### src/rtl/jk_pkg.sv
// Shared state encoding and default sizing for the JK bank driver.
package jk_pkg;

  localparam int unsigned DefaultWidth = 4;

  typedef enum logic [1:0] {
    StIdle  = 2'd0,
    StDrive = 2'd1,
    StCheck = 2'd2,
    StResp  = 2'd3
  } jk_state_e;

endpackage

### src/rtl/jk_excite.sv
// Per-bit JK excitation: the J/K pair that moves each flop from q to target in one edge.
module jk_excite #(
  parameter int unsigned WIDTH = 4
) (
  input  logic [WIDTH-1:0] q,
  input  logic [WIDTH-1:0] target,
  input  logic             use_toggle,
  output logic [WIDTH-1:0] j,
  output logic [WIDTH-1:0] k
);

  always_comb begin
    if (use_toggle) begin
      j = q ^ target;
      k = q ^ target;
    end else begin
      // Don't-care inputs resolved to 0: only the bit that must change is driven.
      j = ~q & target;
      k = q & ~target;
    end
  end

endmodule

### src/rtl/jk_bank_driver.sv
// Loads a target vector into an external JK flip-flop bank and reports whether Q followed.
module jk_bank_driver
  import jk_pkg::*;
#(
  parameter int unsigned WIDTH      = DefaultWidth,
  parameter bit          USE_TOGGLE = 1'b0
) (
  input  logic             CP,
  input  logic             rst,
  input  logic             tgt_valid,
  output logic             tgt_ready,
  input  logic [WIDTH-1:0] tgt_data,
  input  logic [WIDTH-1:0] q_in,
  output logic [WIDTH-1:0] j_out,
  output logic [WIDTH-1:0] k_out,
  output logic             done,
  output logic             err,
  output logic [WIDTH-1:0] mismatch
);

  jk_state_e        state_q;
  logic [WIDTH-1:0] target_q;
  logic [WIDTH-1:0] exc_j;
  logic [WIDTH-1:0] exc_k;

  jk_excite #(
    .WIDTH(WIDTH)
  ) u_excite (
    .q         (q_in),
    .target    (tgt_data),
    .use_toggle(USE_TOGGLE),
    .j         (exc_j),
    .k         (exc_k)
  );

  assign tgt_ready = (state_q == StIdle);

  always_ff @(posedge CP) begin
    if (rst) begin
      state_q  <= StIdle;
      target_q <= '0;
      j_out    <= '0;
      k_out    <= '0;
      done     <= 1'b0;
      err      <= 1'b0;
      mismatch <= '0;
    end else begin
      // J/K default to zero so the bank holds outside the single DRIVE cycle.
      j_out <= '0;
      k_out <= '0;
      done  <= 1'b0;
      err   <= 1'b0;
      unique case (state_q)
        StIdle: begin
          if (tgt_valid) begin
            target_q <= tgt_data;
            j_out    <= exc_j;
            k_out    <= exc_k;
            state_q  <= StDrive;
          end
        end
        StDrive: state_q <= StCheck;
        StCheck: begin
          mismatch <= q_in ^ target_q;
          state_q  <= StResp;
        end
        StResp: begin
          done    <= (mismatch == '0);
          err     <= (mismatch != '0);
          state_q <= StIdle;
        end
        default: state_q <= StIdle;
      endcase
    end
  end

endmodule

### config.mk
export PLATFORM = sky130hd
export DESIGN_NAME = jk_bank_driver
export DESIGN_NICKNAME = d
export VERILOG_FILES = /design/src/rtl/jk_pkg.sv /design/src/rtl/jk_excite.sv /design/src/rtl/jk_bank_driver.sv
export SDC_FILE = /design/constraint.sdc
export NUM_CORES = 1
export LEC_CHECK = 0
export CAP_MARGIN = 20
export CORE_MARGIN = 2
export CORE_UTILIZATION = 35
export DETAILED_ROUTE_END_ITERATION = 10
export SYNTH_ARGS = -nofsm -noshare
export SYNTH_HDL_FRONTEND = slang
export SYNTH_SLANG_ARGS = --single-unit
### constraint.sdc
create_clock -name CP -period 1.7 [get_ports CP]
set_clock_uncertainty 0.2 [all_clocks]
set_input_delay 0.17 -clock CP [delete_from_list [all_inputs] [get_ports CP]]
set_output_delay 0.17 -clock CP [all_outputs]
set_load 0.1 [all_outputs]
Word-level counts from Yosys, hierarchy flattened --
Cells that the tools add are included.
Word-level totals: output and inout bits 15, bits in read-only memories 0, register bits 20, word-level logic and storage cells 27, RAM bits 0, latch bits 0, memories kept 0
Operators by class: div/mod/pow operators 0, $mul 0, shift-type cells 0, reduce and logical (&&, ||, !) cells 6, bitwise operators 8, magnitude comparators 0, equality and inequality tests 4, mux-type cells 2, $add $sub $neg 0
Operators with widths (number):
- $and A4 B4 Y4 | 2
- $not A4 Y4 | 2
- $pmux W2 S4 | 1
- $eq A2 B2 Y1 const B | 2
- $logic_not A4 Y1 | 1
- $reduce_bool A4 Y1 | 1
- $xor A4 B4 Y4 | 1
- $not A1 Y1 | 3
- $reduce_or A3 Y1 | 1
- $eq A2 B1 Y1 const B | 1
- $logic_not A2 Y1 | 1
- $mux W2 | 1
- $ne A2 B2 Y1 const B | 1
- $reduce_and A2 Y1 | 1
- $reduce_or A2 Y1 | 1

Depth between registers and ports, before layout --
depth in word-level cells 3, depth in mapped cells 7, depth with buffers taken out 5

Hierarchy --
From an unflattened synthesis, not the netlist that was laid out.
Unflattened totals: cell total of the unflattened synthesis 109, area, all modules 960.9 µm²
Modules (own cells, without submodules):
- jk_bank_driver | cells each 73, area an instance 730.7 µm², times used 1
- jk_excite | cells each 36, area an instance 230.2 µm², times used 1

Worst setup path after synthesis --
Ideal clock, no wire load.
path kind register to register, start register state_q[0], end register k_out[0], cell stages (with the launch flop) 8, data required time 1.428 ns, library setup time 0.072 ns, path slack -0.607 ns, period minus slack after synthesis 2.307 ns, arrival 2.035 ns, path through dfxtp_1 inv_1 ha_1 buf_4 nand2_2 or2_1 buf_6 nor3b_2
Between the ends: cells in the longest elaborated chain, start to end 3
RTL lines:
- start: declaration | line jk_bank_driver.sv:21 | jk_state_e state_q;
- start signal: assignment | line jk_bank_driver.sv:40 | state_q <= StIdle;
- start signal: assignment | line jk_bank_driver.sv:59 | state_q <= StDrive;
- start signal: assignment | line jk_bank_driver.sv:62 | StDrive: state_q <= StCheck;
- $logic_not A2 Y1
- named net tgt_ready | line jk_bank_driver.sv:11 | output logic tgt_ready,
- $not A1 Y1 (no line)
- $reduce_or A3 Y1 (no line)
- end signal: assignment | line jk_bank_driver.sv:58 | k_out <= exc_k;
- end: declaration | line jk_bank_driver.sv:15 | output logic [WIDTH-1:0] k_out,
The timed path passes the listed nets, and every way through them passes these cells. A chain may end at the register's enable or synchronous reset.

Worst setup path after layout --
start register state_q[1], end register j_out[3]
Between the ends: cells in the longest elaborated chain, start to end 3
RTL lines:
- $logic_not A2 Y1 | line jk_bank_driver.sv:53 | unique case (state_q)
- $not A1 Y1 (no line)
- $reduce_or A3 Y1 (no line)
- end signal: assignment | line jk_bank_driver.sv:57 | j_out <= exc_j;
- end: declaration | line jk_bank_driver.sv:14 | output logic [WIDTH-1:0] j_out,
No other way between the ends.

==> impl_metrics.ini <==
[power_and_ir_drop]
finalPower_mw = 2.21
p_per_area_nw_per_um2 = 1750
p_int_mw = 1.19
p_leak_nw = 0.475
p_seq_frac = 0.299
irDropWorstVdd_mv = 1.10
power_frac_comb = 0.577
switching_share = 0.462
p_switching_mw = 1.02
pwr-share-clk = 0.123

[drt]
viasPerCell = 4.41
vias = 569
wl_per_cell_um = 11.2
drc = 0
postRouteAntennaNets = 0
drt_wl_total_um = 1450
drtPass1Iterations = 1
drtIter0Drc = 0

[floorplan]
coreArea_sq_um = 2150
die_y_um = 51.2
die_x_um = 51.2
ios = 26
start_util = 0.362
dieArea_sq_um = 2620
rows = 17

[sta]
final_max_slew_viol_count = 0
rsz0062_at_grt = no
whs_ns = 0.267
finalHoldViolCount = 0
slew_headroom = 0.686
worst_pin_slew_ns = 0.471
setup_viol = 0
fin_crit_ns = 1.57
timing.final.crit_share = 0.924
fmax_mhz = 637

[worst_hold_path]
min_to = k_out[3]
min_path_type = in2reg
hold-path-cell-count = 2
hold_start = tgt_data[3]

[worst_setup_path]
r2r-end = j_out[3]
cp-end-kind = register
cp-start-kind = register
critical_path_class = reg2reg
slowest_stage = or2_1
cp_cell_sequence = inv_2 -> ha_4 -> nand2_4 -> or2_1 -> nor3b_2
critPathMaxFanout = 9
rr_startpoint = state_q[1]
worstPathArrival_ns = 1.60
ff2ff_setup_slack_ns = 0.13
reg2regPathDepth = 5
cp_data_required_time_ns = 1.73
cpPeakStageDelay_ns = 0.40

[clock_tree]
clock_sinks = 20
numCtsBuffers = 3
postCtsSetupBuffers = 0
clockBufferDepth = 2
cts_tree = yes
path_clk_slew_ns = 0.11
h-tree-depth = 1
root_buffer = clkbuf_4
hold_buffers = 0
cts_resized = 0
clk_latency_ns = 0.30

[logic_synthesis]
synth_seq_cells = 20
netlist_area_sq_um = 778
synth_nets = 87
yosysWarnings = 0
syn_area_per_cell_sq_um = 10.7
synth.distinct_cells = 19
ys_seq_area_frac = 0.514
synthCells = 73

[grt]
track_usage = 0.121
antenna_found_initial = 0
grt_max_degree = 12
grt-ovfl-total = 0
first_global_vias = 528
grt_pass1_wl_um = 2410

[status]
status = completed

[final_layout]
n_fill_cell = 189
drive_gt1_frac = 0.366
area_growth_pct = 62.9
fin_nets = 116
antenna_cells = 0

[placed_design]
portBuffers = 25
dp_hpwl_um = 1130
gp_congestion = 0.683

[run]
drv_cap = 0
[registers in the layout, indices dropped and copies added (netlist names)]
register,count
mismatch,4
done,1
k_out,4
state_q,2
target_q,4
err,1
j_out,4
[power by group through the flow]
stage	Clock [mW]	Combinational (mW)	Sequential, mW
after floorplan	0	0.556	1.01
after global placement	0	1.27	0.671
after detailed placement	0	1.28	0.677
after CTS	0.283	1.28	0.665
after global routing	0.297	1.35	0.675
final	0.273	1.28	0.663
[stage by stage]
step                      cells  worst slack, ns  area [sq um]  utilization  TNS, ns
after CTS                   129            0.115          1270        0.590        0
after detailed placement    125           0.0324          1230        0.573        0
after floorplan              73         -0.00531           803            -  -0.0425
after global routing        129           0.0313          1270        0.590        0
final                       129            0.130          1270        0.590        0
after global placement      125           0.0530          1230        0.573        0
[cell usage after synthesis]
library cell	count	area, sq um
dfxtp_1	20	400
nor2_1	8	30.0
nor3b_2	8	100
a211oi_1	5	37.5
a21oi_1	4	20.0
nand2_1	4	15.0
nand3_1	4	20.0
xnor2_1	4	35.0
ha_1	3	37.5
clkbuf_1	2	7.51
inv_1	2	7.51
nand2b_1	2	12.5
buf_4	1	7.51
buf_6	1	11.3
mux2i_1	1	10.0
nand2_2	1	6.26
nor2b_1	1	6.26
or2_1	1	6.26
or4_1	1	7.51
[placed cells by master, fill, tap and decap left out, drive strengths merged]
cell / synthesis / routed
a211oi: 5 / 5
a21oi: 4 / 4
buf: 2 / 18
clkbuf: 2 / 4
clkdlybuf4s50: 0 / 10
dfxtp: 20 / 20
ha: 3 / 3
inv: 2 / 2
mux2i: 1 / 1
nand2: 5 / 5
nand2b: 2 / 2
nand3: 4 / 4
nor2: 8 / 8
nor2b: 1 / 1
nor3b: 8 / 8
or2: 1 / 1
or4: 1 / 1
xnor2: 4 / 4
[cell type report]
type / instances / area (sq um) / area share
clock buffers: 4 / 36.3 / 0.0286
inverters: 2 / 7.51 / 0.00592
multi-input cells: 47 / 362 / 0.285
flip-flops and latches: 20 / 404 / 0.319
well taps: 28 / 35.0 / 0.0276
repair buffers: 28 / 423 / 0.334
[logic make-up (layout without fill, tap and decap cells)]
family	after synthesis	in the layout	synth area share
buffers and inverters	6	34	0.0434
adder cells (fa/ha/maj)	3	3	0.0482
AO/OA/AOI/OAI	9	9	0.0740
AND/OR/NAND/NOR	30	30	0.262
flip-flops	20	20	0.514
multiplexers	1	1	0.0129
XOR/XNOR	4	4	0.0450
[worst max path at each step]
stage | startpoint | end | slack [ns] | depth (start not counted)
floorplan | state_q[1] | j_out[0] | -0.005 | 7
global placement | tgt_valid | j_out[3] | 0.05 | 4
detailed placement | tgt_valid | j_out[3] | 0.03 | 4
CTS | state_q[0] | j_out[3] | 0.12 | 5
global route | state_q[1] | k_out[2] | 0.03 | 5
finish | state_q[1] | j_out[3] | 0.13 | 5
[routing by layer]
| layer | up-vias | track usage | part of all wire |
|---|---|---|---|
| li1 | 300 | - | - |
| met5 | - | 0 | 0 |
| met4 | 0 | 0.0541 | 0.0097 |
| met2 | 14 | 0.190 | 0.49 |
| met1 | 253 | 0.157 | 0.46 |
| met3 | 2 | 0.0292 | 0.044 |
[worst max-delay path: cells and delay by family, from the launching register on]
kind	cells	cell delay, ns
DFF	1	0.36
buffers and inverters	1	0.07
adders and majority gates	1	0.22
and+or+nand+nor	3	0.66
No activity file was read; power rests on OpenSTA's default activity.
